**config.mk**
```make
export PLATFORM = sky130hd
export DESIGN_NAME = edge_gen_flat
export DESIGN_NICKNAME = d
export VERILOG_FILES = /design/src/rtl/edge_gen_if.sv /design/src/rtl/edge_gen.sv /design/src/flat_wrapper.sv
export SDC_FILE = /design/constraint.sdc
export NUM_CORES = 1
export LEC_CHECK = 0
export CAP_MARGIN = 5
export CORE_UTILIZATION = 55
export DETAILED_ROUTE_END_ITERATION = 8
export GPL_TIMING_DRIVEN = 0
export PLACE_DENSITY = 0.8
export SLEW_MARGIN = 20
export SYNTH_ARGS = -nofsm -noshare
export SYNTH_HDL_FRONTEND = slang
export SYNTH_SLANG_ARGS = --single-unit
```
**constraint.sdc**
```tcl
create_clock -name clk -period 3.31 [get_ports clk]
set_input_delay 0.4965 -clock clk [delete_from_list [all_inputs] [get_ports clk]]
set_output_delay 0.4965 -clock clk [all_outputs]
set_load 0.03 [all_outputs]
```
**src/rtl/edge_gen_if.sv**
```systemverilog
// edge_gen_if: control, configuration and waveform/status signals of the pulse-train generator.
interface edge_gen_if #(
    parameter int CNT_W = 16,
    parameter int NUM_W = 16
);
    logic             start;
    logic             stop;
    logic [CNT_W-1:0] cfg_high;
    logic [CNT_W-1:0] cfg_low;
    logic [NUM_W-1:0] cfg_num;
    logic             data_out;
    logic             pos_edge;
    logic             neg_edge;
    logic             busy;
    logic             done;
    logic [NUM_W-1:0] pulse_cnt;

    modport master (
        output start, stop, cfg_high, cfg_low, cfg_num,
        input  data_out, pos_edge, neg_edge, busy, done, pulse_cnt
    );

    modport slave (
        input  start, stop, cfg_high, cfg_low, cfg_num,
        output data_out, pos_edge, neg_edge, busy, done, pulse_cnt
    );
endinterface

```
**src/rtl/edge_gen.sv**
```systemverilog
// edge_gen: programmable pulse-train generator with registered edge strobes.
// Optional EDGE_GEN_OUT_INV_EN inverts data_out (idle 1) and swaps the strobes to follow it.
module edge_gen #(
    parameter int CNT_W = 16,
    parameter int NUM_W = 16
) (
    input logic       clk,
    input logic       rst_n,
    edge_gen_if.slave bus
);
`ifdef EDGE_GEN_OUT_INV_EN
    localparam logic INV = 1'b1;
`else
    localparam logic INV = 1'b0;
`endif

    typedef enum logic [1:0] {IDLE, HIGH, LOW} state_t;

    state_t           state_q, state_d;
    logic [CNT_W-1:0] cnt_q, cnt_d, high_q, high_d, low_q, low_d;
    logic [NUM_W-1:0] num_q, num_d, pulse_cnt_q, pulse_cnt_d;
    logic             data_out_q, data_out_d, pos_edge_q, pos_edge_d, neg_edge_q, neg_edge_d;
    logic             busy_q, busy_d, done_q, done_d;
    logic             rise, fall, last;

    always_comb begin
        state_d     = state_q;
        cnt_d       = cnt_q;
        high_d      = high_q;
        low_d       = low_q;
        num_d       = num_q;
        pulse_cnt_d = pulse_cnt_q;
        rise        = 1'b0;
        fall        = 1'b0;
        done_d      = 1'b0;
        last        = (num_q != '0) && (pulse_cnt_q == num_q);
        // cnt holds the cycles remaining in the current phase after this one
        case (state_q)
            IDLE: if (bus.start && !bus.stop) begin
                high_d      = (bus.cfg_high == '0) ? CNT_W'(1) : bus.cfg_high;
                low_d       = (bus.cfg_low == '0) ? CNT_W'(1) : bus.cfg_low;
                num_d       = bus.cfg_num;
                pulse_cnt_d = '0;
                cnt_d       = high_d - 1'b1;
                state_d     = HIGH;
                rise        = 1'b1;
            end
            HIGH: if (bus.stop || cnt_q == '0) begin
                fall        = 1'b1;
                pulse_cnt_d = pulse_cnt_q + 1'b1;
                state_d     = bus.stop ? IDLE : LOW;
                done_d      = bus.stop;
                cnt_d       = bus.stop ? '0 : low_q - 1'b1;
            end else begin
                cnt_d = cnt_q - 1'b1;
            end
            LOW: if (bus.stop || (cnt_q == '0 && last)) begin
                state_d = IDLE;
                done_d  = 1'b1;
                cnt_d   = '0;
            end else if (cnt_q == '0) begin
                state_d = HIGH;
                rise    = 1'b1;
                cnt_d   = high_q - 1'b1;
            end else begin
                cnt_d = cnt_q - 1'b1;
            end
            default: state_d = IDLE;
        endcase
        busy_d     = state_d != IDLE;
        data_out_d = INV ^ (state_d == HIGH);
        pos_edge_d = INV ? fall : rise;
        neg_edge_d = INV ? rise : fall;
    end

    always_ff @(posedge clk) begin
        if (!rst_n) begin
            state_q     <= IDLE;
            cnt_q       <= '0;
            high_q      <= '0;
            low_q       <= '0;
            num_q       <= '0;
            pulse_cnt_q <= '0;
            data_out_q  <= INV;
            pos_edge_q  <= 1'b0;
            neg_edge_q  <= 1'b0;
            busy_q      <= 1'b0;
            done_q      <= 1'b0;
        end else begin
            state_q     <= state_d;
            cnt_q       <= cnt_d;
            high_q      <= high_d;
            low_q       <= low_d;
            num_q       <= num_d;
            pulse_cnt_q <= pulse_cnt_d;
            data_out_q  <= data_out_d;
            pos_edge_q  <= pos_edge_d;
            neg_edge_q  <= neg_edge_d;
            busy_q      <= busy_d;
            done_q      <= done_d;
        end
    end

    assign bus.data_out  = data_out_q;
    assign bus.pos_edge  = pos_edge_q;
    assign bus.neg_edge  = neg_edge_q;
    assign bus.busy      = busy_q;
    assign bus.done      = done_q;
    assign bus.pulse_cnt = pulse_cnt_q;
endmodule

```
**src/flat_wrapper.sv**
```systemverilog
// flat-port wrapper written by rule: the top's interface ports become plain ports
module edge_gen_flat 
#(
    parameter int CNT_W = 16,
    parameter int NUM_W = 16
)
  (clk, rst_n, bus_start, bus_stop, bus_cfg_high, bus_cfg_low, bus_cfg_num, bus_data_out, bus_pos_edge, bus_neg_edge, bus_busy, bus_done, bus_pulse_cnt);
  edge_gen_if #(.CNT_W(CNT_W), .NUM_W(NUM_W)) bus_i ();
  input logic clk;
  input logic rst_n;
  input wire logic [$bits(bus_i.start)-1:0] bus_start;
  input wire logic [$bits(bus_i.stop)-1:0] bus_stop;
  input wire logic [$bits(bus_i.cfg_high)-1:0] bus_cfg_high;
  input wire logic [$bits(bus_i.cfg_low)-1:0] bus_cfg_low;
  input wire logic [$bits(bus_i.cfg_num)-1:0] bus_cfg_num;
  output wire logic [$bits(bus_i.data_out)-1:0] bus_data_out;
  output wire logic [$bits(bus_i.pos_edge)-1:0] bus_pos_edge;
  output wire logic [$bits(bus_i.neg_edge)-1:0] bus_neg_edge;
  output wire logic [$bits(bus_i.busy)-1:0] bus_busy;
  output wire logic [$bits(bus_i.done)-1:0] bus_done;
  output wire logic [$bits(bus_i.pulse_cnt)-1:0] bus_pulse_cnt;
  assign bus_i.start = bus_start;
  assign bus_i.stop = bus_stop;
  assign bus_i.cfg_high = bus_cfg_high;
  assign bus_i.cfg_low = bus_cfg_low;
  assign bus_i.cfg_num = bus_cfg_num;
  assign bus_data_out = bus_i.data_out;
  assign bus_pos_edge = bus_i.pos_edge;
  assign bus_neg_edge = bus_i.neg_edge;
  assign bus_busy = bus_i.busy;
  assign bus_done = bus_i.done;
  assign bus_pulse_cnt = bus_i.pulse_cnt;
  edge_gen #(.CNT_W(CNT_W), .NUM_W(NUM_W)) u_core (.clk(clk), .rst_n(rst_n), .bus(bus_i));
endmodule
```
==> metrics.txt, run 1 <==
Final nets=811; # IOs=73; Final HPWL DP=13300 microns; unrepaired setup endpoints after global routing=no; number of I/O port buffers=70; Final Cell Area=0.00618 sq mm; period utilization=95.5%; Yosys cell types=58; Slew HR=47.1%; Final ANT Viol Nets=0; TritonCTS clock tree=built; sequential-to-total area share from yosys stat=33.9%; Net Sw Frac=37.4%; total of max-cap violations=0; Fin Hold WS=0.497 ns; largest family of logic cells by synthesized area=simple AND/OR/NAND/NOR gates; clock skew after layout=0.0155 ns; Clk pwr share=27.3%; element type at the critical path start=input port; Tmin final=3.16 ns; Root Buffer=clkbuf_8; Post-Syn Instances=670; Post-Syn Nets=732; Layout area overhead=20.2%; setup TNS=0 ns; top cell type's share of synthesized area=33.9%; WL final=17500 microns; antenna violations before repair=0; die area=0.00973 sq mm; DR vias=5540; Die X=98.6 microns; most used flip-flop cell after synthesis=dfxtp_1; Post-synth EDFFs=0; power per cell area=441 mW/mm^2; height of the die=98.6 microns; Starting Density=57.8%; wire length per cell=20.3 microns; final weighted congestion in routability-driven placement=1.03; CTS H-Tree Depth=3; largest net degree at the start of global routing=18; final non-filler cell total=862; cts bufs inserted=9; Worst R2R Start=u_core.cnt_q[0]; share of layout cells above drive strength 1=4.64%; combinational share of power=29.8%; GRT overflow=0; yosys warns=0; Critical Path Start=bus_cfg_high[9]; fin. max-slew vios=0; leak pwr=0.00224 uW; Synth Area in Simple Gates=26.5%; Flop pwr share=43.0%; Synth Area in Adders=2.44%; min-delay worst type=register to register; CP Capture Type=register; syn avg cell area=7.67 sq um; Iter 0 DRT Violations=573; final setup margin=0.149 ns; CTS sink cnt=87; Max Clk Rate=316 MHz; Skew-Pair Late Insertion Delay=0.38 ns; overall global routing resource usage=36.5%; asr flop ratio synth=0%; TritonRoute pass-1 iters=5; post-synthesis xor/xnor area fraction=10.6%; vias in the first global route=5008; post-synthesis register bit count=87; Int Pwr=1710 uW; Peak supply drop=0.000341 V; Placed Area=0.00597 sq mm; core footprint=0.00889 sq mm; Clk pin slew, worst setup/hold paths=0.10 ns; CP Class=input port to register; drt via density=6.43; # diodes=0; post-synthesis mux area share=0.585%; maximum fanout along the worst path=7; global-route wire length before repair=27200 microns; post-CTS sizing=5; Least-Margin Pin Slew=0.793 ns; pre-CTS WS=-0.833 ns; Synth Area in Compound Gates=21.7%; # hold bufs at CTS=0; Worst Min Path Start=u_core.num_q[13]; DRC=0; Std-Cell Rows=34; Final Hold Viols=0; # setup viols final=0; Inst Count DP=848; required time of the critical path=3.60 ns; post-synthesis cell area=0.00514 sq mm; Synth area leaders=dfxtp_1 34%, nand2_1 7.5%, a21oi_1 6.4%, xor2_1 5.5%, xnor2_1 5.1%; switching power=1020 uW; Setup Fix Bufs, Post-CTS=0; WP data arrival=3.45 ns; Synth area leader=dfxtp_1; status=complete, no violations; Max Root-Sink Buffers=2
==> path summary, 6_finish.rpt <==
path / end / slack [ns] / cells past startpoint
worst max-delay path: u_core.cnt_q[14] / 0.15 / 11
worst min-delay path: u_core.num_q[13] / 0.50 / 2
worst max register to register: u_core.cnt_q[2] / 0.31 / 7
worst min register to register: u_core.num_q[13] / 0.50 / 2
==> metrics by stage <==
stage | power, uW | util (%)
2_1_floorplan | 1690 | -
3_3_place_gp | 1960 | 67.2
3_5_place_dp | 1970 | 67.2
4_1_cts | 2690 | 69.5
5_1_grt | 2820 | 69.5
6_report | 2730 | 69.5
==> final cells by class <==
class	instances	area, sq um
buffer	37	141
clock buffer	10	128
clock inverter	6	61.3
fill	745	2720
inverter	19	71.3
multi-input combinational	525	3200
sequential	87	1740
tap	108	135
timing repair buffer	70	701
==> sequential cells by signal (all words and copies together), names as in the netlist <==
register / flops
u_core.bus.done: 1
u_core.bus.pulse_cnt: 16
u_core.bus.pos_edge: 1
u_core.low_q: 16
u_core.cnt_q: 16
u_core.bus.data_out: 1
u_core.state_q: 2
u_core.bus.neg_edge: 1
u_core.num_q: 16
u_core.high_q: 16
u_core.bus.busy: 1
==> cells in the mapped netlist, types with 3 or more instances <==
| master | count |
|---|---|
| nor3_1 | 24 |
| o22ai_1 | 4 |
| a22o_1 | 12 |
| inv_1 | 19 |
| nand2_1 | 102 |
| o31ai_1 | 7 |
| dfxtp_1 | 87 |
| nand4_1 | 8 |
| xor2_1 | 32 |
| nor4_1 | 25 |
| a211oi_1 | 6 |
| a31oi_1 | 11 |
| a221oi_1 | 3 |
| a211o_1 | 3 |
| or2_2 | 3 |
| nand3_1 | 17 |
| mux2i_1 | 3 |
| o31a_1 | 3 |
| a21oi_1 | 66 |
| nor2_1 | 47 |
| xnor2_1 | 30 |
| nand2b_1 | 5 |
| clkbuf_1 | 34 |
| o2111ai_1 | 3 |
| a21o_1 | 4 |
| o21ai_0 | 30 |
| or3_1 | 17 |
| or4_1 | 10 |
| ha_1 | 10 |
| buf_1 | 3 |
==> power by group through the flow <==
stage | clock network (uW) | registers (uW) | logic, uW
after CTS | 737 | 1170 | 786
after floorplan | 0 | 1180 | 510
after global placement | 0 | 1190 | 768
final | 743 | 1170 | 812
after global routing | 781 | 1180 | 866
after detailed placement | 0 | 1190 | 779
==> layer usage <==
metal / vias up / track usage (%) / wire, microns / share of wire (%)
met1: 2608 / 50.4 / 7570 / 43
li1: 2587 / - / - / -
met2: 314 / 58.8 / 7950 / 45
met5: - / 0 / 0 / 0
met3: 31 / 5.74 / 1590 / 9.1
met4: 0 / 10.8 / 376 / 2.2
==> worst max-delay path, stage by stage <==
cell             delay [ns]
clkdlybuf4s50_1        0.60
or3_1                  0.25
nor3_4                 0.08
a21oi_2                0.23
ha_1                   0.22
or3b_2                 0.54
nor4_1                 0.31
xnor2_1                0.20
o31ai_1                0.23
a21oi_1                0.07
a311oi_1               0.23
==> kinds of logic (layout without fill, tap and decap cells) <==
kind of cell               after synthesis  after routing
xor gates and xnor gates                62             62
DFF                                     87             87
AOI/OAI and AO/OA                      175            175
adders and majority gates               10             10
buffers and inverters                   58            142
and+or+nand+nor                        275            275
muxes                                    3              3
==> placed cells by master, fill, tap and decap left out, types with 12 or more instances in the layout <==
| cell | synthesis | final |
|---|---|---|
| nand2_1 | 102 | 102 |
| dfxtp_1 | 87 | 87 |
| clkdlybuf4s50_1 | 0 | 70 |
| a21oi_1 | 66 | 65 |
| nor2_1 | 47 | 47 |
| clkbuf_1 | 34 | 33 |
| xor2_1 | 32 | 32 |
| o21ai_0 | 30 | 30 |
| xnor2_1 | 30 | 30 |
| nor4_1 | 25 | 25 |
| nor3_1 | 24 | 23 |
| inv_1 | 19 | 19 |
| or3_1 | 17 | 17 |
| nand3_1 | 17 | 17 |
| a22o_1 | 12 | 12 |
Power figures use the tool's default switching activity.
==> run 2, diff against run 1 <==
Settings changed: CORE_MARGIN set to 2.
==> run 2 against run 1 <==
  * Sequential cell count is the same
  * Non-clock buffer count grew 1
  * First-iteration DRC count shrank 15%
  * Maximum frequency shrank 2.0%
  * Largest power group unchanged
  * Power grew 2.3%
  * Sequential share of layout area shrank 0.23 points
  * Design area grew 0.81%
  * Highest routed layer unchanged
  * Die area grew 4.1%
  * Clock power grew 9.0%
  * Global-route usage shrank 1.2 points
  * Critical path depth is the same
==> metrics.txt, run 2 (synthesis gave the netlist of run 1 again) <==
clock skew after layout=0.0148 ns (-0.000679 ns); Overall Power=2790 uW (+2.3%); CTS H-Tree Depth=3 (unchanged); Final nets=812 (+0.12%); height of the die=101 microns (+2.0%); Layout area overhead=21.2%; period utilization=97.4% (+1.9 points); Fin Hold WS=0.491 ns (-0.00511 ns); fin. max-slew vios=0 (unchanged); global-route wire length before repair=27800 microns (+2.1%); overall global routing resource usage=35.3% (-1.2 points); commonest non-fill, non-tap cell in the layout=nand2_1; element type at the critical path start=input port; combinational share of power=29.1% (-0.7 points); Final ANT Viol Nets=0 (unchanged); Flop pwr share=41.9% (-1.1 points); drt via density=6.36 (-1.1%); setup TNS=0 ns (unchanged); Max Clk Rate=310 MHz (-2.0%); GRT overflow=0 (unchanged); core footprint=0.00915 sq mm (+2.9%); vias in the first global route=5161 (+3.1%); Root Buffer=clkbuf_8; total of max-cap violations=0 (unchanged); switching power=993 uW (-2.6%); # IOs=73 (unchanged); Final Hold Viols=0 (unchanged); Net Sw Frac=35.6% (-1.8 points); leak pwr=0.00227 uW (+1.2%); CP Class=input port to register; Int Pwr=1790 uW (+5.2%); TritonRoute pass-1 iters=6 (+1); largest net degree at the start of global routing=17 (-1); WL final=17500 microns (-0.21%); Std-Cell Rows=35 (+2.9%); CTS sink cnt=87 (unchanged); TritonCTS clock tree=built; Tmin final=3.22 ns (+0.0633 ns); number of I/O port buffers=70 (unchanged); wire length per cell=20.2 microns (-0.67%); cts bufs inserted=9 (unchanged); die area=0.0101 sq mm (+4.1%); share of layout cells above drive strength 1=5.17% (+0.52 points); power per cell area=448 mW/mm^2 (+1.5%); Max Root-Sink Buffers=2 (unchanged); commonest cells after routing, fill and taps aside=102 x nand2_1, 87 x dfxtp_1, 69 x clkdlybuf4s50_1; Clk pin slew, worst setup/hold paths=0.10 ns (about the same); Die X=101 microns (+2.0%); DR vias=5507 (-0.60%); Clk pwr share=29.0% (+1.7 points); DRC=0 (unchanged); # diodes=0 (unchanged); Placed Area=0.00598 sq mm (about the same); # hold bufs at CTS=0 (unchanged); antenna violations before repair=0 (unchanged); WP data arrival=3.49 ns (+0.04 ns); Final Cell Area=0.00623 sq mm (+0.81%); Skew-Pair Late Insertion Delay=0.37 ns (about the same); Slew HR=49.3% (+2.2 points); Final HPWL DP=13600 microns (+1.9%); Starting Density=56.1% (-1.7 points); Iter 0 DRT Violations=486 (-15%); min-delay worst type=register to register; Peak supply drop=0.000329 V (-3.7%); CP Capture Type=register; maximum fanout along the worst path=7 (unchanged); status=complete, no violations; # setup viols final=0 (unchanged); Least-Margin Pin Slew=0.760 ns (-0.0326 ns); final weighted congestion in routability-driven placement=0.968 (-5.6%); required time of the critical path=3.57 ns (-0.03 ns)
==> run 2: area by class of cell <==
cell class | count | area [sq um]
inverters | 19 | 71.3
flip-flops and latches | 87 | 1740
clock buffers | 10 | 138
repair buffers | 71 | 711
plain buffers | 37 | 141
fillers | 762 | 2930
clock inverters | 6 | 75.1
multi-input cells | 525 | 3210
well taps | 111 | 139
==> run 2: worst max-delay path: stages <==
cell and delay (ns):
clkdlybuf4s50_1 0.52, or4_1 0.63, nor2_1 0.28, a21oi_2 0.15
ha_1 0.25, or3b_2 0.32, nor4_2 0.07, xnor2_1 0.19
o21ai_0 0.17, a211oi_1 0.32, nor3_1 0.09
==> run 2: per-layer routing <==
layer  GRT usage (%)  vias up  wire (microns)
met4            12.6        0             553
met3            4.99       54            1390
met5               0        -               0
met2            58.5      291            8160
li1                -     2584               -
met1            46.8     2578            7340
==> run 2: final timing paths <==
kind         slack [ns]  cells past startpoint                to              from
max reg2reg        0.25                      7   u_core.bus.busy   u_core.cnt_q[4]
max                0.09                     11  u_core.cnt_q[10]  bus_cfg_high[11]
min reg2reg        0.49                      2   u_core.low_q[8]   u_core.low_q[8]
min                0.49                      2   u_core.low_q[8]   u_core.low_q[8]
==> run 2: stage by stage <==
stage | instances | worst slack (ns) | utilization [%]
floorplan | 670 | 0.253 | -
global placement | 851 | -0.931 | 65.3
detailed placement | 851 | -0.952 | 65.3
CTS | 865 | 0.0677 | 67.7
global route | 866 | -0.0390 | 68.0
finish | 866 | 0.0855 | 68.0
==> run 2: power by group through the flow <==
| stage | Sequential, uW | Clock [uW] | Combinational [uW] |
|---|---|---|---|
| final | 1170 | 810 | 811 |
| after global routing | 1180 | 851 | 871 |
| after CTS | 1160 | 802 | 785 |
| after detailed placement | 1190 | 0 | 778 |
| after global placement | 1190 | 0 | 769 |
| after floorplan | 1180 | 0 | 510 |
==> run 2: what timing repair did <==
action | 4_1_cts | 5_1_grt
pin swaps | 0 | 1
hold endpoints to repair | 0 | 0
setup endpoints to repair | 6 | 3
resized for setup | 4 | 4
setup buffers | 0 | 1
